===== src/rtl/led_frame_buffer_if.sv =====
// Write-command channel into the LED frame buffer: valid/ready handshake plus
// the pixel command fields and the out-of-range error pulse.
interface led_frame_buffer_if;
   logic       wr_valid;
   logic       wr_ready;
   logic [1:0] wr_mode;
   logic [2:0] wr_row;
   logic [2:0] wr_col;
   logic       wr_data;
   logic       wr_err;

   modport master (
      output wr_valid, wr_mode, wr_row, wr_col, wr_data,
      input  wr_ready, wr_err
   );

   modport slave (
      input  wr_valid, wr_mode, wr_row, wr_col, wr_data,
      output wr_ready, wr_err
   );
endinterface


===== src/rtl/led_frame_buffer.sv =====
// Double-buffered pixel store for the LED matrix scanner: drawing goes to the
// back buffer, and the front/back exchange waits for a scan frame boundary.
module led_frame_buffer #(
   parameter int ROWS            = 6,
   parameter int COLS            = 6,
   parameter bit ACTIVE_LOW_COLS = 1'b1,
   parameter bit COPY_ON_SWAP    = 1'b1
) (
   input  logic                clk,
   input  logic                rst,
   led_frame_buffer_if.slave   wr,
   input  logic                swap_req,
   output logic                swap_pending,
   output logic                swap_done,
   input  logic                frame_start,
   input  logic [2:0]          rd_row,
   output logic [COLS-1:0]     rd_cols
);

   localparam logic [COLS-1:0] OFF_PATTERN = ACTIVE_LOW_COLS ? {COLS{1'b1}} : {COLS{1'b0}};
   localparam logic [3:0]      ROWS_W      = 4'(ROWS);
   localparam logic [3:0]      COLS_W      = 4'(COLS);
   localparam logic [2:0]      LAST_ROW    = 3'(ROWS - 1);

   typedef enum logic [1:0] {
      IDLE,
      FILL,
      COPY
   } state_t;

   logic [ROWS-1:0][COLS-1:0] frame_mem [2];
   state_t                    state;
   logic                      front_sel;
   logic                      back_sel;
   logic [2:0]                row_cnt;
   logic                      fill_val;
   logic                      wr_accept;
   logic                      pixel_in_range;
   logic                      swap_exec;
   logic                      rd_in_range;

   assign back_sel       = ~front_sel;
   // A swap about to execute takes priority over a write in the same cycle.
   assign wr.wr_ready    = (state == IDLE) && !(swap_pending && frame_start);
   assign wr_accept      = wr.wr_valid && wr.wr_ready;
   assign swap_exec      = frame_start && swap_pending && (state == IDLE);
   assign pixel_in_range = ({1'b0, wr.wr_row} < ROWS_W) && ({1'b0, wr.wr_col} < COLS_W);
   assign rd_in_range    = ({1'b0, rd_row} < ROWS_W);

   // NOTE: all state here is updated with non-blocking assignments so every
   // read in this block sees the pre-edge value, e.g. COPY reads the new front
   // through front_sel only from the cycle after the swap.
   always_ff @(posedge clk) begin
      if (rst) begin
         // NOTE: the buffers are plain flops, not a RAM macro, so they can and
         // must be cleared by reset.
         frame_mem[0] <= '0;
         frame_mem[1] <= '0;
         front_sel    <= 1'b0;
         state        <= IDLE;
         row_cnt      <= '0;
         fill_val     <= 1'b0;
         swap_pending <= 1'b0;
         swap_done    <= 1'b0;
         wr.wr_err    <= 1'b0;
         rd_cols      <= OFF_PATTERN;
      end else begin
         swap_done <= swap_exec;
         wr.wr_err <= 1'b0;
         rd_cols   <= rd_in_range ? (frame_mem[front_sel][rd_row] ^ OFF_PATTERN) : OFF_PATTERN;

         if (swap_exec) begin
            swap_pending <= swap_req;
         end else if (swap_req) begin
            swap_pending <= 1'b1;
         end

         unique case (state)
            IDLE: begin
               if (swap_exec) begin
                  front_sel <= ~front_sel;
                  if (COPY_ON_SWAP) begin
                     state   <= COPY;
                     row_cnt <= '0;
                  end
               end else if (wr_accept) begin
                  if (!wr.wr_mode[1]) begin
                     if (pixel_in_range) begin
                        frame_mem[back_sel][wr.wr_row][wr.wr_col] <= wr.wr_mode[0]
                           ? ~frame_mem[back_sel][wr.wr_row][wr.wr_col]
                           : wr.wr_data;
                     end else begin
                        wr.wr_err <= 1'b1;
                     end
                  end else begin
                     state    <= FILL;
                     row_cnt  <= '0;
                     fill_val <= wr.wr_mode[0];
                  end
               end
            end

            FILL: begin
               frame_mem[back_sel][row_cnt] <= {COLS{fill_val}};
               if (row_cnt == LAST_ROW) begin
                  state <= IDLE;
               end else begin
                  row_cnt <= row_cnt + 3'd1;
               end
            end

            COPY: begin
               frame_mem[back_sel][row_cnt] <= frame_mem[front_sel][row_cnt];
               if (row_cnt == LAST_ROW) begin
                  state <= IDLE;
               end else begin
                  row_cnt <= row_cnt + 3'd1;
               end
            end

            default: state <= IDLE;
         endcase
      end
   end

endmodule


===== src/flat_wrapper.sv =====
// flat-port wrapper written by rule: the top's interface ports become plain ports
module led_frame_buffer_flat 
#(
   parameter int ROWS            = 6,
   parameter int COLS            = 6,
   parameter bit ACTIVE_LOW_COLS = 1'b1,
   parameter bit COPY_ON_SWAP    = 1'b1
)
  (clk, rst, swap_req, swap_pending, swap_done, frame_start, rd_row, rd_cols, wr_wr_valid, wr_wr_mode, wr_wr_row, wr_wr_col, wr_wr_data, wr_wr_ready, wr_wr_err);
  led_frame_buffer_if wr_i ();
  input  logic clk;
  input  logic rst;
  input  logic swap_req;
  output logic swap_pending;
  output logic swap_done;
  input  logic frame_start;
  input  logic [2:0] rd_row;
  output logic [COLS-1:0] rd_cols;
  input wire logic [$bits(wr_i.wr_valid)-1:0] wr_wr_valid;
  input wire logic [$bits(wr_i.wr_mode)-1:0] wr_wr_mode;
  input wire logic [$bits(wr_i.wr_row)-1:0] wr_wr_row;
  input wire logic [$bits(wr_i.wr_col)-1:0] wr_wr_col;
  input wire logic [$bits(wr_i.wr_data)-1:0] wr_wr_data;
  output wire logic [$bits(wr_i.wr_ready)-1:0] wr_wr_ready;
  output wire logic [$bits(wr_i.wr_err)-1:0] wr_wr_err;
  assign wr_i.wr_valid = wr_wr_valid;
  assign wr_i.wr_mode = wr_wr_mode;
  assign wr_i.wr_row = wr_wr_row;
  assign wr_i.wr_col = wr_wr_col;
  assign wr_i.wr_data = wr_wr_data;
  assign wr_wr_ready = wr_i.wr_ready;
  assign wr_wr_err = wr_i.wr_err;
  led_frame_buffer #(.ROWS(ROWS), .COLS(COLS), .ACTIVE_LOW_COLS(ACTIVE_LOW_COLS), .COPY_ON_SWAP(COPY_ON_SWAP)) u_core (.clk(clk), .rst(rst), .wr(wr_i), .swap_req(swap_req), .swap_pending(swap_pending), .swap_done(swap_done), .frame_start(frame_start), .rd_row(rd_row), .rd_cols(rd_cols));
endmodule

===== config.mk =====
export PLATFORM = sky130hd
export DESIGN_NAME = led_frame_buffer_flat
export DESIGN_NICKNAME = d
export VERILOG_FILES = /design/src/rtl/led_frame_buffer_if.sv /design/src/rtl/led_frame_buffer.sv /design/src/flat_wrapper.sv
export SDC_FILE = /design/constraint.sdc
export NUM_CORES = 1
export LEC_CHECK = 0
export CAP_MARGIN = 20
export CELL_PAD_IN_SITES_DETAIL_PLACEMENT = 0
export CELL_PAD_IN_SITES_GLOBAL_PLACEMENT = 1
export CORE_ASPECT_RATIO = 1.5
export CORE_UTILIZATION = 50
export DETAILED_ROUTE_END_ITERATION = 12
export PLACE_DENSITY = 0.87
export RECOVER_POWER = 25
export SLEW_MARGIN = 20
export SYNTH_ARGS = -nofsm -noshare
export SYNTH_HDL_FRONTEND = slang
export SYNTH_SLANG_ARGS = --single-unit

===== constraint.sdc =====
create_clock -name clk -period 3.9 [get_ports clk]
set_input_delay 1.17 -clock clk [delete_from_list [all_inputs] [get_ports clk]]
set_output_delay 1.17 -clock clk [all_outputs]
set_load 0.01 [all_outputs]

Yosys cells after proc, flatten, opt, wreduce, memory -nomap -nowiden. Memory sizes are Yosys's and may differ from the RTL's. A register that Yosys moved wholly into a read port is not among the register bits. Cells that the tools add are included.

Multiplexer cells: 120. Eq/ne operators: 7. Magnitude comparators: 10. Bitwise operators: 79. Add/sub/neg operators: 1. Reduce and logical (&&, ||, !) cells: 20.

Operator list (number): $mux W36 (5); $mux W1 (93); $or A1 B1 Y1 (72); $bmux W6 S3 (3); $demux W6 S3 (2); $reduce_or A36 Y1 (1); $mux W6 (5); $lt A3 B4 Y1 const B (4); $mux W3 (4); $ge A3 B1 Y1 const B (3); $lt A3 B3 Y1 const B (3); $logic_and A1 B1 Y1 (8); $mux W2 (4); $reduce_and A4 Y1 (2); $not A1 Y1 (6); $not A6 Y6 (1); $pmux W3 S2 (1); $reduce_or A5 Y1 (1); $pmux W2 S2 (1); $reduce_bool A2 Y1 (2); $reduce_or A2 Y1 (2); $add A3 B1 Y3 const B (1); $bmux W1 S3 (1); $demux W1 S3 (1); other kinds (11) (11).

Output and inout bits: 10. Logic and storage cells: 246. Flip-flop bits (word level): 16. Memories kept: 1. Memory bits (writable): 72.

Memories: u_core.frame_mem (depth 2, bits a word 36, read ports 2, clocked after memory_dff 1, wr ports 2, RTL line led_frame_buffer.sv:31) `logic [ROWS-1:0][COLS-1:0] frame_mem [2];`.

Longest topological paths before layout. Gate-level depths: netlist (run 1).

Depth in word-level cells: 13. Mapped depth: 11. Gate-level depth less buffers: 9.

Worst setup path before layout (run 1). No wires, ideal clock.

Path type: input to register. Start point: in wr_wr_row[0]. End point: mem u_core.frame_mem[0][34] (netlist name), data pin. Library setup time: 141 ps. Stages: 9. Arrival time: 3182 ps. Slack: 577 ps. Cells stage by stage: buf_6 buf_6 mux4_2 a221oi_2 nor2_1 nor4_4 o22ai_2 buf_6 a21oi_2.

RTL lines: from (decl) (RTL line flat_wrapper.sv:21) `input wire logic [$bits(wr_i.wr_row)-1:0] wr_wr_row;`; to (decl) (RTL line led_frame_buffer.sv:31).

==> summary.md, run 1 <==
| Metric | Value |
|---|---|
| Outcome | `completed` |
| Pre-antenna DRT Iters | `8` |
| Final period util | `0.963` |
| CP Capture Type | `register` |
| Async SR Flop Fraction | `0` |
| CTS tree | `done` |
| Largest cells by area after synthesis | `edfxtp_1 (31%), mux4_2 (8.6%), mux2i_1 (7.5%), or2_2 (6.7%), nand2b_1 (5.8%)` |
| H-Tree Depth | `3` |
| Fin Hold WS | `0.522 ns` |
| Mapped Nets | `729` |
| Synth Cell Area | `7080 um2` |
| Die width | `99.1 um` |
| Switching pwr | `0.749 mW` |
| Reg power frac | `0.436` |
| Pwr/cell area | `320 nW/um2` |
| R2R Setup Slk | `0.98 ns` |
| Relative slew slack | `0.405` |
| Share of cells above drive strength 1 | `0.318` |
| Min-delay src | `u_core.fill_val` |
| Min cycle time layout | `3.75 ns` |
| CTS Buffer Depth | `2` |
| Crit path required time | `4.00 ns` |
| R2r worst-path depth | `6` |
| DP Area | `7730 um2` |
| Row count | `52` |
| Most frequent cells in the layout | `or2_2 (76), edfxtp_1 (72), nand2b_1 (66)` |
| EDFF count, synth | `72` |
| ANT cells | `0` |
| # port buffers | `26` |
| Final wirelength | `20900 um` |
| Largest area contributor in the netlist | `edfxtp_1` |
| Drt via density | `6.58` |
| Total core area | `13700 um2` |
| WP data arrival | `3.86 ns` |
| Worst setup path category | `in -> reg` |
| Clk root buf | `clkbuf_16` |
| Clock share of power | `0.353` |
| GRT Overall Usage | `0.295` |
| Pre-CTS setup slack | `-0.144 ns` |
| Switching part of the total | `0.292` |
| Gpl congestion | `0.958` |
| Number of global-route vias before repair | `6081` |
| F_max | `266 MHz` |
| Post-CTS Setup Bufs | `0` |
| Post-CTS sizing | `0` |
| Average cell area after synthesis | `10.0 um2` |
| Post-synthesis sequential area ratio | `0.354` |
| Grt total ovfl | `0` |
| NumNets Final | `766` |
| DP Cell Count | `895` |
| #FFs+latches synth | `89` |
| Main flop type after synthesis | `edfxtp_1` |
| CTS sink cnt | `89` |
| WL/cell | `22.9 um` |
| Logic pwr share | `0.211` |
| Worst Tran Pin Value | `0.886 ns` |
| Hold_buf cts | `0` |
| RR Startpoint | `u_core.row_cnt[1]` |
| Inserted Clock Buffers | `9` |
| HPWL Detailed | `15900 um` |
| # DRC | `0` |
| Hold Path Class | `reg -> reg` |
| Vert. Die Dim | `148 um` |
| Wire length of the first global-routing pass | `32200 um` |
| Setup TNS Final | `0 ns` |
| P_leak | `2.68 nW` |
| Initial Util | `0.518` |
| Initial antenna violation count | `0` |
| Layout area overhead | `13.2%` |
| Crit path launch | `wr_wr_row[1]` |
| Post-route cell area | `8010 um2` |
| Startpoint Class | `input port` |
| Final ANT Viol Nets | `0` |
| Setup ws final | `0.145 ns` |
| I/O pins | `27` |
| RR Endpoint | `u_core.frame_mem[1][4]` |
| Clock edge transition at the registers on the reported setup and hold paths | `0.07 ns` |
| Total die area | `14600 um2` |
| Commonest non-fill, non-tap cell in the layout | `or2_2` |
| Final std cells w/o fill | `911` |
| Clk_skew | `0.0122 ns` |
| Setup violators final | `0` |
| Cells after Synth | `707` |
| 1st-iter DRT viols | `560` |
| Worst skew pair latency | `0.35 ns` |
| Hold-critical path endpoint | `u_core.fill_val` |
| Hold depth | `2` |
| Worst-path maximum fanout | `6` |
| Yosys top cell area share | `0.306` |
| Hold Fails Final Rpt | `0` |
| Total number of vias | `5996` |
| Slew Limit Fails | `0` |
| Largest net degree at the start of global routing | `61` |
| RSZ-0062 raised after global routing | `false` |
| Synth Warn # | `0` |
| Netlist cell types | `52` |
| Max cap viols | `0` |
| Internal | `1.82 mW` |
| Peak VDD IR | `0.179 mV` |
## routing by layer
layer	global-route usage	part of all wire
met5	0	0
met1	0.335	0.36
met3	0.0496	0.072
met2	0.510	0.51
met4	0.187	0.062
## power by group through the flow
| stage | logic [mW] | clock network, mW | registers, mW |
|---|---|---|---|
| after global routing | 0.573 | 0.952 | 1.12 |
| after floorplan | 0.368 | 0 | 1.11 |
| after global placement | 0.527 | 0 | 1.13 |
| after CTS | 0.541 | 0.913 | 1.12 |
| final | 0.541 | 0.905 | 1.12 |
| after detailed placement | 0.538 | 0 | 1.14 |
## Yosys cell counts, drive strengths merged, types with 5 or more instances
library cell and count:
or2 76, edfxtp 72, nand2b 66, a21oi 59
mux2i 53, nor2 48, nand2 42, a21boi 36
clkbuf 30, o22ai 30, mux4 29, o21ai 28
buf 20, and2 19, dfxtp 17, nor3 11
nand3b 8, ha 5, nand3 5, nor2b 5
## through the flow
stage | utilization | power (mW)
5_1_grt | 0.587 | 2.65
6_report | 0.587 | 2.56
3_5_place_dp | 0.566 | 1.68
2_1_floorplan | - | 1.48
4_1_cts | 0.588 | 2.57
3_3_place_gp | 0.566 | 1.66
## worst max-delay path: stages
cell           delay, ns
dlygate4sd3_1       0.64
clkbuf_1            0.23
or3_1               0.46
o22ai_1             0.15
a211oi_1            0.08
o32ai_1             0.39
nor4_4              0.05
buf_4               0.17
o22ai_2             0.21
buf_4               0.23
a21boi_1            0.07
## cell type report
type	instances	area, um2
fillers	1166	5650
multi-input cells	563	4300
flip-flops and latches	89	2500
repair buffers	76	687
clock buffers	9	225
well taps	162	203
clock inverters	7	75.1
inverters	5	18.8
## sequential cells by signal, summed over array words and instances (netlist names), named ones only
signal               count
u_core.frame_mem        72
u_core.rd_cols           6
u_core.row_cnt           3
u_core.state             2
u_core.fill_val          1
u_core.front_sel         1
u_core.swap_done         1
u_core.swap_pending      1
u_core.wr.wr_err         1
## how the worst max path moves through the flow
| stage | endpoint | slack [ns] | depth (start not counted) |
|---|---|---|---|
| 3_3_place_gp | u_core.frame_mem[1][5] | -0.11 | 12 |
| 4_1_cts | u_core.frame_mem[1][0] | 0.19 | 12 |
| 6_report | u_core.frame_mem[1][5] | 0.15 | 11 |
| 5_1_grt | u_core.frame_mem[1][5] | 0.05 | 11 |
| 2_1_floorplan | u_core.frame_mem[0][34] | 0.58 | 9 |
| 3_5_place_dp | u_core.frame_mem[1][0] | -0.14 | 11 |
## kinds of logic (layout without fill, tap and decap cells)
group           Yosys count  count (layout)  share of synthesized area
mux                      86              86                      0.176
simple gates            294             294                      0.231
xor+xnor                  1               1                    0.00124
flops                    89              89                      0.354
buf+inv                  55              97                     0.0387
compound gates          177             177                      0.191
fa+ha+maj                 5               5                    0.00884
Note: power is estimated with default switching activity, not from simulation.
==> run 2, diff against run 1 <==
--- a/config.mk
+++ b/config.mk
@@ -13,6 +13,7 @@
 export DETAILED_ROUTE_END_ITERATION = 12
 export PLACE_DENSITY = 0.87
 export RECOVER_POWER = 25
+export SETUP_SLACK_MARGIN = 0.5
 export SLEW_MARGIN = 20
 export SYNTH_ARGS = -nofsm -noshare
 export SYNTH_HDL_FRONTEND = slang
==> run 2 against run 1 <==
Total power rose by 2.6%; routed wire length rose by 1.8%; register-to-register slack got worse by 0.11 ns; critical path type unchanged; critical endpoint unchanged; largest power group unchanged.
==> summary.md, run 2 (same netlist as run 1, synthesis figures left out) <==
| Metric | Value |
|---|---|
| Outcome | `completed (unchanged)` |
| Number of global-route vias before repair | `6218 (was 6081)` |
| Min cycle time layout | `3.45 ns (was 3.75 ns)` |
| Gpl congestion | `0.958 (unchanged)` |
| Pwr/cell area | `317 nW/um2 (was 320 nW/um2)` |
| Final ANT Viol Nets | `0 (unchanged)` |
| Final period util | `0.884 (was 0.963)` |
| WP data arrival | `3.52 ns (was 3.86 ns)` |
| Biggest regs | `u_core.frame_mem: 72 flops, u_core.rd_cols: 6 flops, u_core.row_cnt: 3 flops (unchanged)` |
| Met2 Usage GRT | `0.522 (was 0.510)` |
| Relative slew slack | `0.395 (was 0.405)` |
| Max reg flops | `72 (unchanged)` |
| Critical Path End | `u_core.frame_mem[1][5] (unchanged)` |
| Design Power | `2.63 mW (was 2.56 mW)` |
| ANT cells | `0 (unchanged)` |
| Busiest grt layer | `met2 (unchanged)` |
| Die width | `99.1 um (unchanged)` |
| RR Endpoint | `u_core.frame_mem[0][33] (was u_core.frame_mem[1][4])` |
| Total number of vias | `6003 (was 5996)` |
| Total die area | `14600 um2 (unchanged)` |
| Startpoint Class | `input port (unchanged)` |
| RR Startpoint | `u_core.front_sel (was u_core.row_cnt[1])` |
| GRT Overall Usage | `0.301 (was 0.295)` |
| I/O pins | `27 (unchanged)` |
| P_leak | `2.76 nW (was 2.68 nW)` |
| Worst Tran Pin Value | `0.901 ns (was 0.886 ns)` |
| CTS tree | `done (unchanged)` |
| Worst skew pair latency | `0.35 ns (about the same)` |
| Clk_skew | `0.0122 ns (about the same)` |
| Hold_buf cts | `0 (unchanged)` |
| Drt via density | `6.55 (was 6.58)` |
| Wire length of the first global-routing pass | `33000 um (was 32200 um)` |
| Biggest register | `u_core.frame_mem (unchanged)` |
| DP Cell Count | `895 (unchanged)` |
| Total core area | `13700 um2 (unchanged)` |
| GRT met3 Usage | `0.0487 (was 0.0496)` |
| GR Util met1 | `0.347 (was 0.335)` |
| H-Tree Depth | `3 (unchanged)` |
| Pre-CTS setup slack | `-0.144 ns (unchanged)` |
| WL/cell | `23.2 um (was 22.9 um)` |
| Pre-antenna DRT Iters | `5 (was 8)` |
| Row count | `52 (unchanged)` |
| RSZ-0062 raised after global routing | `true (was false)` |
| Hold Fails Final Rpt | `0 (unchanged)` |
| CP Capture Type | `register (unchanged)` |
| Worst-path maximum fanout | `6 (unchanged)` |
| # DRC | `0 (unchanged)` |
| Initial antenna violation count | `0 (unchanged)` |
| Worst setup path category | `in -> reg (unchanged)` |
| Share of cells above drive strength 1 | `0.351 (was 0.318)` |
| Clock edge transition at the registers on the reported setup and hold paths | `0.07 ns (about the same)` |
| Slew Limit Fails | `0 (unchanged)` |
| Max cap viols | `0 (unchanged)` |
| NumNets Final | `772 (was 766)` |
| Vert. Die Dim | `148 um (unchanged)` |
| CTS sink cnt | `89 (unchanged)` |
| FILL cells | `1142 (was 1166)` |
| Hold Path Class | `reg -> reg (unchanged)` |
| # port buffers | `26 (unchanged)` |
| R2R Setup Slk | `0.87 ns (was 0.98 ns)` |
| Inserted Clock Buffers | `9 (unchanged)` |
| Commonest non-fill, non-tap cell in the layout | `or2_2 (unchanged)` |
| F_max | `290 MHz (was 266 MHz)` |
| Layout area overhead | `17.1% (was 13.2%)` |
| Most frequent cells in the layout | `or2_2 (76), edfxtp_1 (72), nand2b_1 (66) (unchanged)` |
| Crit path required time | `3.98 ns (was 4.00 ns)` |
| R2r worst-path depth | `12 (was 6)` |
| Largest net degree at the start of global routing | `61 (unchanged)` |
| Setup ws final | `0.454 ns (was 0.145 ns)` |
| Clk root buf | `clkbuf_16 (unchanged)` |
| Final std cells w/o fill | `917 (was 911)` |
| 1st-iter DRT viols | `518 (was 560)` |
| Final wirelength | `21300 um (was 20900 um)` |
| CTS Buffer Depth | `2 (unchanged)` |
| Setup TNS Final | `0 ns (unchanged)` |
| Grt total ovfl | `0 (unchanged)` |
| Initial Util | `0.518 (unchanged)` |
| Crit path launch | `frame_start (was wr_wr_row[1])` |
| HPWL Detailed | `15900 um (unchanged)` |
| Peak VDD IR | `0.186 mV (was 0.179 mV)` |
| Setup violators final | `0 (unchanged)` |
## run 2: cell types whose count changed in the layout (fill, tap and decap cells not counted), moves of 3 or more
cell / before / now
buf_4: 39 / 32
buf_6: 0 / 9
clkdlybuf4s50_1: 12 / 9
dlygate4sd2_1: 0 / 3
o22ai_2: 6 / 1
o22ai_4: 0 / 6
## run 2: final cells by class
type                    count  area [um2]  area share
inverters                   5        18.8     0.00226
flip-flops and latches     89        2500       0.302
multi-input cells         563        4430       0.534
well taps                 162         203      0.0245
repair buffers             82         833       0.101
clock buffers               9         225      0.0272
clock inverters             7        75.1     0.00906
## run 2: worst min-delay path by stage
stage          cells past startpoint         endpoint  slack, ns            start
5_1_grt                            2  u_core.fill_val       0.56  u_core.fill_val
6_report                           2  u_core.fill_val       0.52  u_core.fill_val
4_1_cts                            2  u_core.fill_val       0.52  u_core.fill_val
3_3_place_gp                       2  u_core.fill_val       0.48  u_core.fill_val
3_5_place_dp                       2  u_core.fill_val       0.51  u_core.fill_val
2_1_floorplan                      2  u_core.fill_val       0.46  u_core.fill_val
## run 2: power by group
part | switching (mW) | leakage [nW] | total [mW] | internal [mW]
sequential | 0.0525 | 0.884 | 1.12 | 1.07
clock | 0.412 | 0.140 | 0.914 | 0.502
combinational | 0.317 | 1.74 | 0.598 | 0.282
## run 2: timing repair
| action | CTS | global route |
|---|---|---|
| gates resized for setup | 40 | 4 |
| pin swaps | 11 | 2 |
| gates cloned | 2 | 0 |
| endpoints found under the setup margin | 79 | 73 |
| setup buffers | 4 | 0 |
## run 2: per-layer routing
layer	vias to the layer above	wire, um	part of all wire
met1	2898	7750	0.36
li1	2686	-	-
met3	95	1400	0.066
met5	-	0	0
met2	324	10700	0.51
met4	0	1360	0.064
## run 2: critical path, cell delays in order
cell and delay [ns]:
dlygate4sd3_1 0.55, a21boi_0 0.23, clkbuf_1 0.26, nand4_1 0.21, or2_2 0.40, o21ai_0 0.39
and2_1 0.20, or2_2 0.11
## run 2: through the flow
step	hold WS [ns]	utilization	instance area, um2
after floorplan	0.464	-	7080
after global placement	0.484	0.566	7730
after detailed placement	0.509	0.566	7730
after CTS	0.525	0.606	8270
after global routing	0.556	0.607	8290
final	0.523	0.607	8290
